$ cat config.mk
export PLATFORM = sky130hd
export DESIGN_NAME = accel_run_sequencer_flat
export DESIGN_NICKNAME = d
export VERILOG_FILES = /design/src/rtl/seq_pkg.sv /design/src/rtl/accel_run_sequencer_if.sv /design/src/rtl/accel_run_sequencer_slave_port.sv /design/src/rtl/accel_run_sequencer.sv /design/src/flat_wrapper.sv
export SDC_FILE = /design/constraint.sdc
export NUM_CORES = 1
export LEC_CHECK = 0
export CORE_ASPECT_RATIO = 0.5
export CORE_MARGIN = 8
export CORE_UTILIZATION = 35
export DETAILED_ROUTE_END_ITERATION = 10
export PLACE_DENSITY_LB_ADDON = 0.08
export SYNTH_ARGS = -nofsm -noshare
export SYNTH_HDL_FRONTEND = slang
export SYNTH_HIERARCHICAL = 1
export SYNTH_SLANG_ARGS = --single-unit
$ cat constraint.sdc
create_clock -name clock -period 2.46 [get_ports clock]
set_input_delay 0.492 -clock clock [delete_from_list [all_inputs] [get_ports clock]]
set_output_delay 0.492 -clock clock [all_outputs]
set_load 0.005 [all_outputs]
$ cat src/rtl/seq_pkg.sv
// Shared types and constants for the accelerator run sequencer.
package seq_pkg;
  typedef enum logic [3:0] {
    IDLE, LD_WAIT, LD_ACC, START, RUN, RD_REQ, RD_ACC, RD_OUT, FIN
  } seq_state_e;

  localparam int LANE_W             = 64;
  localparam int SIZE_W             = 7;
  localparam int DEF_TIMEOUT_CYCLES = 200000000;
endpackage

$ cat src/rtl/accel_run_sequencer_if.sv
// Host command/stream, accelerator start/done, slave memory bus and status bundle.
interface accel_run_sequencer_if #(
  parameter int ADDR_W = 9,
  parameter int DATA_W = 32
);
  logic                           cmd_valid;
  logic                           cmd_ready;
  logic [ADDR_W-1:0]              cmd_base;
  logic [7:0]                     cmd_nld;
  logic [7:0]                     cmd_nrd;
  logic                           ld_valid;
  logic                           ld_ready;
  logic [DATA_W-1:0]              ld_data;
  logic                           rd_valid;
  logic                           rd_ready;
  logic [DATA_W-1:0]              rd_data;
  logic                           start_port;
  logic                           done_port;
  logic [1:0]                     S_oe_ram;
  logic [1:0]                     S_we_ram;
  logic [2*ADDR_W-1:0]            S_addr_ram;
  logic [2*seq_pkg::LANE_W-1:0]   S_Wdata_ram;
  logic [2*seq_pkg::SIZE_W-1:0]   S_data_ram_size;
  logic [2*seq_pkg::LANE_W-1:0]   Sout_Rdata_ram;
  logic [1:0]                     Sout_DataRdy;
  logic                           busy;
  logic                           run_ok;
  logic                           run_timeout;
  logic [31:0]                    cycles;

  modport slave (
    input  cmd_valid, cmd_base, cmd_nld, cmd_nrd, ld_valid, ld_data, rd_ready,
           done_port, Sout_Rdata_ram, Sout_DataRdy,
    output cmd_ready, ld_ready, rd_valid, rd_data, start_port, S_oe_ram, S_we_ram,
           S_addr_ram, S_Wdata_ram, S_data_ram_size, busy, run_ok, run_timeout, cycles
  );

  modport master (
    output cmd_valid, cmd_base, cmd_nld, cmd_nrd, ld_valid, ld_data, rd_ready,
           done_port, Sout_Rdata_ram, Sout_DataRdy,
    input  cmd_ready, ld_ready, rd_valid, rd_data, start_port, S_oe_ram, S_we_ram,
           S_addr_ram, S_Wdata_ram, S_data_ram_size, busy, run_ok, run_timeout, cycles
  );
endinterface

$ cat src/rtl/accel_run_sequencer_slave_port.sv
// Maps the sequencer's registered strobes onto lane 0 of the two-channel slave bus.
// Combinational pass-through; completion only counts while a strobe is up.
module slave_port_if
  import seq_pkg::*;
#(
  parameter int ADDR_W = 9,
  parameter int DATA_W = 32
) (
  input  logic                   clock,
  input  logic                   reset,
  input  logic                   we,
  input  logic                   oe,
  input  logic [ADDR_W-1:0]      addr,
  input  logic [DATA_W-1:0]      wdata,
  output logic                   acc_done,
  output logic [DATA_W-1:0]      rdata,
  output logic [1:0]             S_oe_ram,
  output logic [1:0]             S_we_ram,
  output logic [2*ADDR_W-1:0]    S_addr_ram,
  output logic [2*LANE_W-1:0]    S_Wdata_ram,
  output logic [2*SIZE_W-1:0]    S_data_ram_size,
  input  logic [2*LANE_W-1:0]    Sout_Rdata_ram,
  input  logic [1:0]             Sout_DataRdy
);
  logic live;
  logic unused_bits;

  // Size lane reads zero while held in reset so every output is quiet then.
  always_ff @(posedge clock) begin
    if (!reset) live <= 1'b0;
    else        live <= 1'b1;
  end

  assign S_we_ram        = {1'b0, we};
  assign S_oe_ram        = {1'b0, oe};
  assign S_addr_ram      = {{ADDR_W{1'b0}}, addr};
  assign S_Wdata_ram     = {{LANE_W{1'b0}}, LANE_W'(wdata)};
  assign S_data_ram_size = {{SIZE_W{1'b0}}, (live ? SIZE_W'(DATA_W) : {SIZE_W{1'b0}})};

  // A ready pulse with no strobe up belongs to nobody and is dropped.
  assign acc_done = (we | oe) & Sout_DataRdy[0];
  assign rdata    = Sout_Rdata_ram[DATA_W-1:0];

  assign unused_bits = ^{Sout_DataRdy[1], Sout_Rdata_ram[2*LANE_W-1:DATA_W]};
endmodule

$ cat src/rtl/accel_run_sequencer.sv
// Preloads accelerator memory, pulses start, times the run, then streams readback words.
// One word in flight on the slave bus; ld/rd streams stall on valid/ready, run bounded by timeout.
module accel_run_sequencer
  import seq_pkg::*;
#(
  parameter int ADDR_W         = 9,
  parameter int DATA_W         = 32,
  parameter int TIMEOUT_CYCLES = DEF_TIMEOUT_CYCLES
) (
  input  logic                  clock,
  input  logic                  reset,
  accel_run_sequencer_if.slave  bus
);
  localparam logic [ADDR_W-1:0] STEP   = ADDR_W'(DATA_W / 8);
  localparam logic [31:0]       TO_LIM = 32'(TIMEOUT_CYCLES);

  seq_state_e        state, nxt;
  logic [ADDR_W-1:0] base_q, addr_q;
  logic [7:0]        nld_left, nrd_left;
  logic [DATA_W-1:0] wdata_q, rd_data_q;
  logic              we_q, oe_q;
  logic              cmd_ready_q, ld_ready_q, rd_valid_q, start_q;
  logic              busy_q, run_ok_q, run_to_q;
  logic [31:0]       cycles_q;
  logic              acc_done;
  logic [DATA_W-1:0] rdata;
  seq_state_e        after_run;

  assign after_run = (nrd_left != 8'd0) ? RD_REQ : FIN;

  always_comb begin
    nxt = state;
    case (state)
      IDLE:    if (bus.cmd_valid && cmd_ready_q) nxt = (bus.cmd_nld != 8'd0) ? LD_WAIT : START;
      LD_WAIT: if (bus.ld_valid) nxt = LD_ACC;
      LD_ACC:  if (acc_done) nxt = (nld_left == 8'd1) ? START : LD_WAIT;
      START:   nxt = bus.done_port ? after_run : RUN;
      RUN: begin
        if (bus.done_port)          nxt = after_run;
        else if (cycles_q == TO_LIM) nxt = FIN;
      end
      RD_REQ:  nxt = RD_ACC;
      RD_ACC:  if (acc_done) nxt = RD_OUT;
      RD_OUT:  if (bus.rd_ready) nxt = (nrd_left == 8'd1) ? FIN : RD_REQ;
      FIN:     nxt = IDLE;
      default: nxt = IDLE;
    endcase
  end

  always_ff @(posedge clock) begin
    if (!reset) begin
      state       <= IDLE;
      base_q      <= '0;
      addr_q      <= '0;
      nld_left    <= '0;
      nrd_left    <= '0;
      wdata_q     <= '0;
      rd_data_q   <= '0;
      we_q        <= 1'b0;
      oe_q        <= 1'b0;
      cmd_ready_q <= 1'b0;
      ld_ready_q  <= 1'b0;
      rd_valid_q  <= 1'b0;
      start_q     <= 1'b0;
      busy_q      <= 1'b0;
      run_ok_q    <= 1'b0;
      run_to_q    <= 1'b0;
      cycles_q    <= '0;
    end else begin
      state       <= nxt;
      busy_q      <= (nxt != IDLE);
      cmd_ready_q <= (nxt == IDLE);
      ld_ready_q  <= (nxt == LD_WAIT);
      start_q     <= (nxt == START);
      case (state)
        IDLE: if (bus.cmd_valid && cmd_ready_q) begin
          base_q   <= bus.cmd_base;
          addr_q   <= bus.cmd_base;
          nld_left <= bus.cmd_nld;
          nrd_left <= bus.cmd_nrd;
          run_ok_q <= 1'b0;
          run_to_q <= 1'b0;
          cycles_q <= '0;
        end
        LD_WAIT: if (bus.ld_valid) begin
          wdata_q <= bus.ld_data;
          we_q    <= 1'b1;
        end
        LD_ACC: if (acc_done) begin
          we_q     <= 1'b0;
          addr_q   <= addr_q + STEP;
          nld_left <= nld_left - 8'd1;
        end
        START: begin
          // Readback walks the same window the preload filled.
          addr_q   <= base_q;
          cycles_q <= 32'd1;
          if (bus.done_port) run_ok_q <= 1'b1;
        end
        RUN: begin
          if (bus.done_port)           run_ok_q <= 1'b1;
          else if (cycles_q == TO_LIM) run_to_q <= 1'b1;
          else                         cycles_q <= cycles_q + 32'd1;
        end
        RD_REQ: oe_q <= 1'b1;
        RD_ACC: if (acc_done) begin
          oe_q       <= 1'b0;
          rd_data_q  <= rdata;
          rd_valid_q <= 1'b1;
        end
        RD_OUT: if (bus.rd_ready) begin
          rd_valid_q <= 1'b0;
          addr_q     <= addr_q + STEP;
          nrd_left   <= nrd_left - 8'd1;
        end
        default: ;
      endcase
    end
  end

  slave_port_if #(.ADDR_W(ADDR_W), .DATA_W(DATA_W)) u_slave (
    .clock           (clock),
    .reset           (reset),
    .we              (we_q),
    .oe              (oe_q),
    .addr            (addr_q),
    .wdata           (wdata_q),
    .acc_done        (acc_done),
    .rdata           (rdata),
    .S_oe_ram        (bus.S_oe_ram),
    .S_we_ram        (bus.S_we_ram),
    .S_addr_ram      (bus.S_addr_ram),
    .S_Wdata_ram     (bus.S_Wdata_ram),
    .S_data_ram_size (bus.S_data_ram_size),
    .Sout_Rdata_ram  (bus.Sout_Rdata_ram),
    .Sout_DataRdy    (bus.Sout_DataRdy)
  );

  assign bus.cmd_ready   = cmd_ready_q;
  assign bus.ld_ready    = ld_ready_q;
  assign bus.rd_valid    = rd_valid_q;
  assign bus.rd_data     = rd_data_q;
  assign bus.start_port  = start_q;
  assign bus.busy        = busy_q;
  assign bus.run_ok      = run_ok_q;
  assign bus.run_timeout = run_to_q;
  assign bus.cycles      = cycles_q;
endmodule

$ cat src/flat_wrapper.sv
// flat-port wrapper written by rule: the top's interface ports become plain ports
module accel_run_sequencer_flat import seq_pkg::*;
#(
  parameter int ADDR_W         = 9,
  parameter int DATA_W         = 32,
  parameter int TIMEOUT_CYCLES = DEF_TIMEOUT_CYCLES
)
  (clock, reset, bus_cmd_valid, bus_cmd_base, bus_cmd_nld, bus_cmd_nrd, bus_ld_valid, bus_ld_data, bus_rd_ready, bus_done_port, bus_Sout_Rdata_ram, bus_Sout_DataRdy, bus_cmd_ready, bus_ld_ready, bus_rd_valid, bus_rd_data, bus_start_port, bus_S_oe_ram, bus_S_we_ram, bus_S_addr_ram, bus_S_Wdata_ram, bus_S_data_ram_size, bus_busy, bus_run_ok, bus_run_timeout, bus_cycles);
  accel_run_sequencer_if #(.ADDR_W(ADDR_W), .DATA_W(DATA_W)) bus_i ();
  input  logic clock;
  input  logic reset;
  input wire logic [$bits(bus_i.cmd_valid)-1:0] bus_cmd_valid;
  input wire logic [$bits(bus_i.cmd_base)-1:0] bus_cmd_base;
  input wire logic [$bits(bus_i.cmd_nld)-1:0] bus_cmd_nld;
  input wire logic [$bits(bus_i.cmd_nrd)-1:0] bus_cmd_nrd;
  input wire logic [$bits(bus_i.ld_valid)-1:0] bus_ld_valid;
  input wire logic [$bits(bus_i.ld_data)-1:0] bus_ld_data;
  input wire logic [$bits(bus_i.rd_ready)-1:0] bus_rd_ready;
  input wire logic [$bits(bus_i.done_port)-1:0] bus_done_port;
  input wire logic [$bits(bus_i.Sout_Rdata_ram)-1:0] bus_Sout_Rdata_ram;
  input wire logic [$bits(bus_i.Sout_DataRdy)-1:0] bus_Sout_DataRdy;
  output wire logic [$bits(bus_i.cmd_ready)-1:0] bus_cmd_ready;
  output wire logic [$bits(bus_i.ld_ready)-1:0] bus_ld_ready;
  output wire logic [$bits(bus_i.rd_valid)-1:0] bus_rd_valid;
  output wire logic [$bits(bus_i.rd_data)-1:0] bus_rd_data;
  output wire logic [$bits(bus_i.start_port)-1:0] bus_start_port;
  output wire logic [$bits(bus_i.S_oe_ram)-1:0] bus_S_oe_ram;
  output wire logic [$bits(bus_i.S_we_ram)-1:0] bus_S_we_ram;
  output wire logic [$bits(bus_i.S_addr_ram)-1:0] bus_S_addr_ram;
  output wire logic [$bits(bus_i.S_Wdata_ram)-1:0] bus_S_Wdata_ram;
  output wire logic [$bits(bus_i.S_data_ram_size)-1:0] bus_S_data_ram_size;
  output wire logic [$bits(bus_i.busy)-1:0] bus_busy;
  output wire logic [$bits(bus_i.run_ok)-1:0] bus_run_ok;
  output wire logic [$bits(bus_i.run_timeout)-1:0] bus_run_timeout;
  output wire logic [$bits(bus_i.cycles)-1:0] bus_cycles;
  assign bus_i.cmd_valid = bus_cmd_valid;
  assign bus_i.cmd_base = bus_cmd_base;
  assign bus_i.cmd_nld = bus_cmd_nld;
  assign bus_i.cmd_nrd = bus_cmd_nrd;
  assign bus_i.ld_valid = bus_ld_valid;
  assign bus_i.ld_data = bus_ld_data;
  assign bus_i.rd_ready = bus_rd_ready;
  assign bus_i.done_port = bus_done_port;
  assign bus_i.Sout_Rdata_ram = bus_Sout_Rdata_ram;
  assign bus_i.Sout_DataRdy = bus_Sout_DataRdy;
  assign bus_cmd_ready = bus_i.cmd_ready;
  assign bus_ld_ready = bus_i.ld_ready;
  assign bus_rd_valid = bus_i.rd_valid;
  assign bus_rd_data = bus_i.rd_data;
  assign bus_start_port = bus_i.start_port;
  assign bus_S_oe_ram = bus_i.S_oe_ram;
  assign bus_S_we_ram = bus_i.S_we_ram;
  assign bus_S_addr_ram = bus_i.S_addr_ram;
  assign bus_S_Wdata_ram = bus_i.S_Wdata_ram;
  assign bus_S_data_ram_size = bus_i.S_data_ram_size;
  assign bus_busy = bus_i.busy;
  assign bus_run_ok = bus_i.run_ok;
  assign bus_run_timeout = bus_i.run_timeout;
  assign bus_cycles = bus_i.cycles;
  accel_run_sequencer #(.ADDR_W(ADDR_W), .DATA_W(DATA_W), .TIMEOUT_CYCLES(TIMEOUT_CYCLES)) u_core (.clock(clock), .reset(reset), .bus(bus_i));
endmodule
# == Word level (Yosys, flattened, before mapping) ==
# Cells that the tools add are included.
# classes
add_sub_neg,4
n_mul,0
n_div,0
n_lt_le_gt_ge,0
eq_ne,21
shifts,0
n_mux,42
bitwise_logic,2
reduce_logical,28
# ops
cell,n
32-bit 2-to-1 mux,3
32-bit one-hot mux with 3 select lines,1
4-bit 2-to-1 mux,10
9-bit one-hot mux with 4 select lines,1
32-bit by 1-bit adder with 32-bit output (second input constant),1
32-bit by 28-bit equality test with 1-bit output (second input constant),1
8-bit 2-to-1 mux,4
4-bit one-hot mux with 8 select lines,1
8-bit one-hot mux with 2 select lines,2
9-bit 2-to-1 mux,3
4-bit by 3-bit equality test with 1-bit output (second input constant),4
8-bit by 1-bit equality test with 1-bit output (second input constant),2
8-bit nonzero test,2
8-bit by 1-bit subtractor with 8-bit output (second input constant),2
3-bit AND reduction,5
2-bit nonzero test,7
4-bit by 2-bit equality test with 1-bit output (second input constant),3
4-bit AND reduction,3
2-bit by 1-bit inequality test with 1-bit output (second input constant),5
1-bit one-hot mux with 2 select lines,5
9-bit by 3-bit adder with 9-bit output (second input constant),1
1-bit 2-to-1 mux,9
4-bit by 1-bit equality test with 1-bit output (second input constant),2
4-bit logical NOT,2
other kinds (10),18
# totals
regBits,144
latchBits,0
ram_bits,0
romBits,0
inputBits,193
output_inout_bits,235
word_cells,115
memories,0

# == Longest topological paths before layout ==
# Gate-level depths: netlist of run 1.
# logic_depth
word_depth,5
mapped_depth,8

# == By module ==
# Netlist of run 1, hierarchy kept.
# modules_own_cells
mod,n_inst,cells_per_inst,area_per_inst_um2
accel_run_sequencer,1,850,6750.2
slave_port_if,1,199,1502.7

# == Worst setup path after synthesis of run 1 ==
# No wires, ideal clock.
# synth_path
path_type,reg2reg
startpoint,register u_core.cycles_q[0] (netlist: u_core/bus.cycles[0])
endpoint,register u_core.cycles_q[20] (netlist: u_core/bus.cycles[20])
setup_ns,0.113
arrival_time_ns,1.987
setup_slack_ns,0.359
path_stages_with_launch,7
n_path_buf,0
cell_sequence,dfxtp_1 ha_1 and4_1 or4b_2 nor4b_1 a211o_1 nand2_1
# synth_via
elab_chain_len,4
# synth_lines
element,line,rtl
start: declaration,accel_run_sequencer.sv:24,logic [31:0] cycles_q;
start signal: assignment,accel_run_sequencer.sv:103,else cycles_q <= cycles_q + 32'd1;
32-bit by 1-bit adder with 32-bit output,accel_run_sequencer.sv:103,
32-bit 2-to-1 mux,accel_run_sequencer.sv:102,else if (cycles_q == TO_LIM) run_to_q <= 1'b1;
32-bit 2-to-1 mux,accel_run_sequencer.sv:101,if (bus.done_port) run_ok_q <= 1'b1;
32-bit one-hot mux with 3 select lines,accel_run_sequencer.sv:75,case (state)
# Parallel ways exist; a longest one is shown, timed or not. The select of a mux whose other input is x is not followed.
# A chain may end at the register's enable or synchronous reset.

# == Worst setup path in the final report of run 1 ==
# layout_path
startpoint,register u_core.cycles_q[4] (netlist: u_core/bus.cycles[4])
endpoint,register u_core.cycles_q[2] (netlist: u_core/bus.cycles[2])
# layout_via
elab_chain_len,3
# layout_lines
element,line
32-bit by 28-bit equality test with 1-bit output,accel_run_sequencer.sv:102
2-bit inequality test (no line),-
4-bit AND reduction (no line),-
# Every way passes these cells.

==> impl_metrics.json, run 1 <==
{
  "outcome": "complete, no violations",
  "fin_nets": 1405,
  "worstSkewPairLatency_ns": 0.43,
  "floorplan.die_area_um2": 29000,
  "layout_worst_path_cycle_share_pct": 94.0,
  "synth_enable_flop_cells": 0,
  "synth-warning-count": 6,
  "min-delay-start": "u_core/bus.rd_data[7]",
  "finalClockSkew_ns": 0.00894,
  "layout-drive-gt1-share_pct": 9.20,
  "fmax_ghz": 0.433,
  "core_region_area_um2": 23000,
  "cts_buffers": 17,
  "cellPowerDensity_nw_per_um2": 579,
  "layout_common_cells": "clkdlybuf4s50_1, nand2_1, dfxtp_1, conb_1, a21oi_1",
  "start_util_pct": 35.9,
  "route.detailed.vias_per_inst": 4.75,
  "report.final.setup_viol": 0,
  "critPathCaptureType": "flip-flop",
  "globalRouteOverflowTotal": 0,
  "r2r-start": "u_core/bus.cycles[4]",
  "final-hold-violation-count": 0,
  "finalWorstPathRequiredPeriod_ns": 2.31,
  "residual_drc": 0,
  "worst_slew_margin_rel_pct": 53.3,
  "clock_path_buffers": 2,
  "hold_buf_cts": 0,
  "power_leakage_nw": 4.02,
  "grt_max_degree": 39,
  "layout.area.seq_um2": 2880,
  "num_rows": 39,
  "final_common_cell": "clkdlybuf4s50_1",
  "yosys.cell_types.count": 77,
  "cap_viol_max_count": 0,
  "drt_pre_antenna_iters": 5,
  "total_clock_sinks": 144,
  "dpl_cell_area_um2": 9960,
  "crit_path_cell_trace": "or4b_4 -> nor4_4 -> nand4b_4 -> nand3_1 -> mux2i_1",
  "detail_route.wl_per_cell_um": 16.7,
  "startpoint_of_the_worst_setup_timing_path": "u_core/bus.cycles[4]",
  "setup_repair_after_global_routing_missed_its_margin": "true",
  "fin_area_um2": 10600,
  "finalMaxSlewViolations": 0,
  "holdCritPathClass": "flip-flop to flip-flop",
  "synth.cell_area_um2": 8250,
  "synth.yosys.seq_area_share_pct": 34.9,
  "insertedDiodeCount": 0,
  "critical_path_peak_fanout": 25,
  "cts_root_buffer": "clkbuf_16",
  "num_vias": 7244,
  "synthesis.instances": 1049,
  "die_w_um": 233,
  "fill_cells": 2299,
  "timing.critical_path.from_type": "flip-flop",
  "synth_area_per_cell_um2": 7.87,
  "multi_input_area_um2": 4010,
  "synth-main-ff-cell": "dfxtp_1",
  "crit_path_top_delay_cell": "or4b_4",
  "grt_pass1_wl_um": 39600,
  "required_ns": 2.83,
  "grt_antenna_before_repair": 0,
  "worst_margin_pin_slew_ns": 0.699,
  "area.growth.synth_to_final_pct": 28.2,
  "asyncSetResetFlopFracSynth_pct": 0,
  "gp_congestion": 0.844,
  "finalHoldWorstSlack_ns": 0.452,
  "post-layout-total-power_mw": 6.13,
  "htree_levels": 4,
  "grt.total_usage_pct": 16.9,
  "fp.dieH_um": 125,
  "first_iter_violations": 387,
  "portBuffers": 210,
  "worst-setup-path-type": "flip-flop to flip-flop",
  "worst-endpoint-arrival_ns": 2.68,
  "ioPinCount": 428,
  "tritoncts": "done",
  "route.antenna.remaining_nets": 0,
  "clkSlewWorstSetupHoldPaths_ns": 0.06,
  "fin_setup_tns_ns": 0,
  "grt_pass1_vias": 7018,
  "postSynthRegisterBits": 144,
  "dp.final_hpwl_um": 19400,
  "slowest_delay_ns": 0.56,
  "power.ir.vdd_worst_mv": 0.353,
  "drt-total-wl_um": 25500
}
-- report_power, final --
group	switching [mW]	leakage, nW	internal (mW)
Sequential	0.0700	1.17	2.41
Combinational	0.453	2.55	0.440
Clock	0.994	0.305	1.76
-- worst max-delay path, delay by kind of cell (launching register included) --
family           cells  cell delay, ns
AND/OR/NAND/NOR      4            1.67
flip-flops           1            0.38
multiplexers         1            0.19
-- synth_stat cells (all sizes together) (3+ instances only) --
master	n	area (um2)
or4	10	75.1
nor3	18	95.1
dfxtp	144	2880
nor2b	3	18.8
a211oi	5	37.5
a311oi	4	35.0
and3	7	43.8
a22o	3	26.3
nor4	18	153
a31o	4	35.0
nand4	13	81.3
a211o	6	52.6
and2	5	32.5
o211ai	4	35.0
or3	11	68.8
xor2	3	26.3
o21ai	21	105
a21o	10	75.1
and4	5	43.8
or4b	5	57.6
nand4b	4	56.3
inv	23	86.3
buf	211	1580
clkbuf	39	146
a221oi	7	61.3
xnor2	9	78.8
o31ai	7	52.6
a21oi	114	574
nand2	198	751
nand3	37	185
ha	8	100
nor4b	6	52.6
o21a	5	37.5
mux2i	5	50.1
nor2	42	158
-- logic make-up (layout without fill, tap and decap cells) --
family / count (synthesis) / in the layout / share of synthesized area, %
buffers and inverters: 273 / 322 / 21.9
adder cells (fa/ha/maj): 8 / 8 / 1.21
multiplexers: 6 / 6 / 0.743
AND/OR/NAND/NOR: 395 / 395 / 24.0
AO/OA/AOI/OAI: 210 / 210 / 15.8
XOR/XNOR: 12 / 12 / 1.27
other: 1 / 120 / 0.0454
flip-flops: 144 / 144 / 34.9
-- final cells by class --
class	instances	area share (%)
Clock buffer	28	4.98
Clock inverter	4	0.899
Inverter	23	0.828
Multi-Input combinational cell	751	37.9
Sequential cell	144	27.3
Tap cell	307	3.63
Timing Repair Buffer	267	24.5
-- sequential cells by signal, summed over array words and instances (netlist names), 4 cells and up --
name,count
u_core/addr_q,9
u_core/base_q,9
u_core/wdata_q,32
u_core/nrd_left,8
u_core/bus.cycles,32
u_core/nld_left,8
u_core/state,4
u_core/bus.rd_data,32
-- per-layer routing --
metal | part of all wire [%] | global-route usage, % | up-vias
met2 | 49 | 28.5 | 190
met3 | 6.5 | 5.07 | 17
met4 | 1.0 | 4.80 | 0
met5 | 0 | 0 | -
li1 | - | - | 3630
met1 | 44 | 20.6 | 3407
-- metrics by stage --
stage / instances / util [%] / setup WS [ns]
2_1_floorplan: 1168 / - / 0.359
3_3_place_gp: 1492 / 43.3 / -0.114
3_5_place_dp: 1492 / 43.3 / -0.145
4_1_cts: 1524 / 46.0 / 0.152
5_1_grt: 1524 / 46.0 / -0.0128
6_report: 1524 / 46.0 / 0.148
-- timing repair --
action,CTS,global route
setup endpoints to repair,0,1
gates resized for setup,0,0
buffers inserted,0,0
endpoints found under the hold margin,0,0
-- worst paths after layout --
path | endpoint | slack [ns] | cells past startpoint
max | u_core/bus.cycles[2] | 0.15 | 5
min | u_core/bus.rd_data[7] | 0.45 | 2
max reg2reg | u_core/bus.cycles[2] | 0.15 | 5
min reg2reg | u_core/bus.rd_data[7] | 0.45 | 2
(Power assumes the default switching activity.)
==> inputs of run 2 (changes only) <==
- CORE_MARGIN: 8 -> not set
==> impl_metrics.json, run 2 (synthesized netlist as in run 1, its figures left out) <==
{
  "num_rows": 39,
  "grt.total_usage_pct": 19.4,
  "grt_pass1_wl_um": 36500,
  "grt_max_degree": 54,
  "required_ns": 2.84,
  "fin_nets": 1409,
  "clkSlewWorstSetupHoldPaths_ns": 0.06,
  "dp.final_hpwl_um": 17200,
  "core_region_area_um2": 23000,
  "crit_family": "simple AND/OR/NAND/NOR gates",
  "fmax_ghz": 0.431,
  "critical_path_peak_fanout": 25,
  "worstSkewPairLatency_ns": 0.44,
  "die_w_um": 219,
  "finalHoldWorstSlack_ns": 0.452,
  "fill_cells": 2304,
  "cts_resized": 0,
  "drt-total-wl_um": 23500,
  "layout_common_cells": "clkdlybuf4s50_1, nand2_1, dfxtp_1, conb_1, a21oi_1",
  "grt_antenna_before_repair": 0,
  "combPwrFrac_pct": 15.3,
  "start_util_pct": 35.9,
  "min-delay-start": "u_core/bus.rd_data[20]",
  "area.growth.synth_to_final_pct": 27.4,
  "crit_path_top_delay_cell": "or4b_4",
  "layout_worst_path_cycle_share_pct": 94.3,
  "power_frac_clock_pct": 42.0,
  "timing.final.ws_setup_ns": 0.139,
  "floorplan.die_area_um2": 24200,
  "finalClockSkew_ns": 0.0101,
  "cp.buffers_inverters": 0,
  "dp_worst_setup_slack_ns": -0.200,
  "netSwitchingFraction_pct": 26.8,
  "route.antenna.remaining_nets": 0,
  "worstRegToRegCells": 5,
  "insertedDiodeCount": 0,
  "holdCritPathClass": "flip-flop to flip-flop",
  "cts_buffers": 17,
  "crit-reg2reg-capture": "u_core/bus.cycles[2]",
  "outcome": "complete, no violations",
  "residual_drc": 0,
  "globalRouteOverflowTotal": 0,
  "terminating_pin_of_the_worst_hold_path": "u_core/bus.rd_data[20]",
  "hold_buf_cts": 0,
  "cts_root_buffer": "clkbuf_16",
  "gp_congestion": 0.832,
  "worst_slew_margin_rel_pct": 53.5,
  "first_iter_violations": 487,
  "tritoncts": "done",
  "cts_setup_buffers": 0,
  "cellPowerDensity_nw_per_um2": 553,
  "route.detailed.vias_per_inst": 4.78,
  "portBuffers": 210,
  "cell_internal_pwr_mw": 4.26,
  "detail_route.wl_per_cell_um": 15.4,
  "worst_margin_pin_slew_ns": 0.695,
  "seq_power_share_pct": 42.7,
  "fin_setup_tns_ns": 0,
  "final_common_cell": "clkdlybuf4s50_1",
  "finalMaxSlewViolations": 0,
  "final-hold-violation-count": 0,
  "finalWorstPathRequiredPeriod_ns": 2.32,
  "grt_pass1_vias": 6668,
  "drt_pre_antenna_iters": 5,
  "htree_levels": 4,
  "power_switching_mw": 1.56,
  "cap_viol_max_count": 0,
  "r2r-start": "u_core/bus.cycles[4]",
  "power.ir.vdd_worst_mv": 0.358,
  "report.final.setup_viol": 0,
  "num_vias": 7297,
  "total_clock_sinks": 144,
  "ioPinCount": 428,
  "layout-drive-gt1-share_pct": 9.66,
  "clock_path_buffers": 2,
  "rrSetupSlack_ns": 0.14,
  "fp.dieH_um": 111,
  "slowest_delay_ns": 0.54,
  "post-layout-total-power_mw": 5.81,
  "crit_path_cell_trace": "or4b_4 -> nor4_4 -> nand4b_4 -> nand3_1 -> mux2i_1",
  "timing.critical_path.from_type": "flip-flop",
  "power_leakage_nw": 3.99,
  "holdPathStages": 2,
  "worst-endpoint-arrival_ns": 2.70,
  "setup_repair_after_global_routing_missed_its_margin": "true",
  "critPathCaptureType": "flip-flop",
  "worst-setup-path-type": "flip-flop to flip-flop"
}
[run 2: worst max-delay path by stage]
stage                     slack, ns                     to  cells past startpoint                 start
after CTS                      0.13   u_core/bus.cycles[2]                      5  u_core/bus.cycles[4]
after global placement        -0.17   u_core/bus.cycles[7]                      7         bus_done_port
after global routing          -0.02   u_core/bus.cycles[2]                      5  u_core/bus.cycles[4]
after floorplan                0.36  u_core/bus.cycles[20]                      6  u_core/bus.cycles[0]
final                          0.14   u_core/bus.cycles[2]                      5  u_core/bus.cycles[4]
after detailed placement      -0.20  u_core/bus.cycles[31]                      7         bus_done_port
[run 2: through the flow]
stage,std cells,area (um2),util [%]
after detailed placement,1496,9970,43.4
after CTS,1528,10500,45.8
after floorplan,1168,8700,-
after global placement,1496,9970,43.4
final,1528,10500,45.8
after global routing,1528,10500,45.8
[run 2: worst register-to-register path, delay by kind of cell, from the launching register on]
| family | cells | cell delay [ns] |
|---|---|---|
| flip-flops | 1 | 0.37 |
| multiplexers | 1 | 0.19 |
| AND/OR/NAND/NOR | 4 | 1.70 |
[run 2: cell type report]
cell class | count | area (um2) | share of cell area, %
Clock buffer | 21 | 450 | 4.28
Clock inverter | 11 | 91.3 | 0.869
Inverter | 23 | 87.6 | 0.833
Multi-Input combinational cell | 751 | 4010 | 38.1
Sequential cell | 144 | 2880 | 27.4
Tap cell | 307 | 384 | 3.65
Timing Repair Buffer | 271 | 2610 | 24.8
[run 2: routing by layer]
layer  wire [um]  global-route usage [%]  part of all wire, %
met1       10300                    23.8                   44
met2       11600                    32.7                   49
met3        1420                    5.59                  6.0
met4         264                    5.60                  1.1
met5           0                       0                    0
[run 2: power groups by stage]
| stage | Sequential (mW) | Clock (mW) | Combinational [mW] |
|---|---|---|---|
| after floorplan | 2.51 | 0 | 0.662 |
| after global placement | 2.53 | 0 | 0.877 |
| after detailed placement | 2.53 | 0 | 0.885 |
| after CTS | 2.48 | 2.52 | 0.889 |
| after global routing | 2.49 | 2.64 | 0.977 |
| final | 2.48 | 2.44 | 0.889 |
==> inputs of run 3 (changes only) <==
- CORE_AREA: not set -> 2 2 168 170
- CORE_ASPECT_RATIO: 0.5 -> not set
- CORE_UTILIZATION: 35 -> not set
- DIE_AREA: not set -> 0 0 170 172
- PLACE_DENSITY_LB_ADDON: 0.08 -> not set
==> impl_metrics.json, run 3 (synthesized netlist as in run 1, its figures left out) <==
{
  "outcome": "complete, no violations",
  "hold_buf_cts": 0,
  "fp.dieH_um": 172,
  "worst-setup-path-type": "flip-flop to flip-flop",
  "cts_root_buffer": "clkbuf_16",
  "dp.final_hpwl_um": 16900,
  "route.antenna.remaining_nets": 0,
  "num_rows": 61,
  "power.ir.vdd_worst_mv": 0.394,
  "num_vias": 7300,
  "power_leakage_nw": 3.98,
  "first_iter_violations": 517,
  "cts_setup_buffers": 0,
  "timing.critical_path.from_type": "flip-flop",
  "grt.total_usage_pct": 15.3,
  "worst_margin_pin_slew_ns": 0.777,
  "finalClockSkew_ns": 0.0156,
  "finalNonFillerCells": 1555,
  "area.growth.synth_to_final_pct": 28.2,
  "crit_path_cell_trace": "inv_1 -> ha_1 -> nor4b_1 -> buf_4 -> nand4_1 -> and4b_2 -> nand2_1 -> a21oi_2",
  "placed_cells_incl_taps": 1522,
  "worst-endpoint-arrival_ns": 2.61,
  "cp.buffers_inverters": 2,
  "fin_nets": 1396,
  "portBuffers": 210,
  "worstSkewPairLatency_ns": 0.42,
  "clock_path_buffers": 2,
  "total_clock_sinks": 144,
  "drt_pre_antenna_iters": 5,
  "start_util_pct": 30.0,
  "grt_pass1_wl_um": 35300,
  "detail_route.wl_per_cell_um": 15.0,
  "drt-total-wl_um": 23300,
  "post-layout-total-power_mw": 6.24,
  "globalRouteOverflowTotal": 0,
  "critPathCaptureType": "flip-flop",
  "htree_levels": 4,
  "cts_buffers": 17,
  "setup_repair_after_global_routing_missed_its_margin": "false",
  "final_common_cell": "clkdlybuf4s50_1",
  "clkSlewWorstSetupHoldPaths_ns": 0.06,
  "fmax_ghz": 0.440,
  "tritoncts": "done",
  "final-hold-violation-count": 0,
  "grt_max_degree": 72,
  "gp_congestion": 0.847,
  "required_ns": 2.80,
  "core_region_area_um2": 27500,
  "cts_resized": 0,
  "grt_antenna_before_repair": 2,
  "ioPinCount": 428,
  "residual_drc": 0,
  "grt_pass1_vias": 6476,
  "finalMaxSlewViolations": 0,
  "crit_family": "simple AND/OR/NAND/NOR gates",
  "crit_path_top_delay_cell": "and4b_2",
  "floorplan.die_area_um2": 29200,
  "critical_path_peak_fanout": 11,
  "layout_common_cells": "clkdlybuf4s50_1, nand2_1, dfxtp_1, conb_1, a21oi_1",
  "route.detailed.vias_per_inst": 4.69,
  "layout-drive-gt1-share_pct": 8.86,
  "slowest_delay_ns": 0.50,
  "cellPowerDensity_nw_per_um2": 589,
  "worst_slew_margin_rel_pct": 48.0,
  "report.final.setup_viol": 0,
  "cap_viol_max_count": 0,
  "holdCritPathClass": "flip-flop to flip-flop",
  "layout_worst_path_cycle_share_pct": 92.4,
  "finalWorstPathRequiredPeriod_ns": 2.27,
  "die_w_um": 170,
  "fin_setup_tns_ns": 0
}
run 3: cell types whose count changed in the layout (fill, tap and decap cells not counted):
cell        previous run  this run
nor2_1                41        40
buf_12                 4         5
bufinv_16              1         5
clkinvlp_4             3         1
clkbuf_8               1         0
clkbuf_1               3         1
buf_4                 57        43
nor2_2                 1         2
diode_2                0         2
inv_6                  0         3
clkinv_2               7         4
run 3: cell type report:
class                      count  area, um2
fill                        2869      16900
tap                          346        433
antenna                        2       5.00
multi-input combinational    751       4010
clock buffer                  18        429
sequential                   144       2880
clock inverter                13        208
timing repair buffer         258       2520
inverter                      23       87.6
run 3: final timing paths:
check / start / end / slack [ns] / cells after the start
min: u_core/bus.rd_data[31] / u_core/bus.rd_data[31] / 0.45 / 2
max reg2reg: u_core/bus.cycles[0] / u_core/state[3] / 0.19 / 8
max: u_core/bus.cycles[0] / u_core/state[3] / 0.19 / 8
min reg2reg: u_core/bus.rd_data[31] / u_core/bus.rd_data[31] / 0.45 / 2
run 3: stage by stage:
step           setup WS, ns  utilization (%)  hold slack (ns)  instance area, um2
6_report              0.188             38.5            0.453               10600
2_1_floorplan         0.359                -            0.436                8700
4_1_cts               0.203             38.5            0.455               10600
5_1_grt              0.0209             38.5            0.470               10600
3_3_place_gp         -0.101             36.2            0.441                9940
3_5_place_dp         -0.104             36.2            0.446                9940
run 3: metal layers:
layer / GRT usage, % / vias up / share of wire, %
met3: 3.64 / 19 / 5.7
met2: 24.4 / 243 / 47
met5: 0 / - / 0
met4: 4.20 / 0 / 1.3
met1: 20.6 / 3436 / 46
li1: - / 3602 / -
run 3: worst reg2reg max path, delay by kind of cell, from the launching register on:
kind                     cells  cell delay [ns]
AND/OR/NAND/NOR              4             1.26
flip-flops                   1             0.34
buffers and inverters        2             0.27
AO/OA/AOI/OAI                1             0.17
adder cells (fa/ha/maj)      1             0.16
run 3: power breakdown:
part / internal, mW / leakage [nW] / switching, mW
logic: 0.427 / 2.50 / 0.450
registers: 2.41 / 1.17 / 0.0717
clock network: 1.80 / 0.311 / 1.07
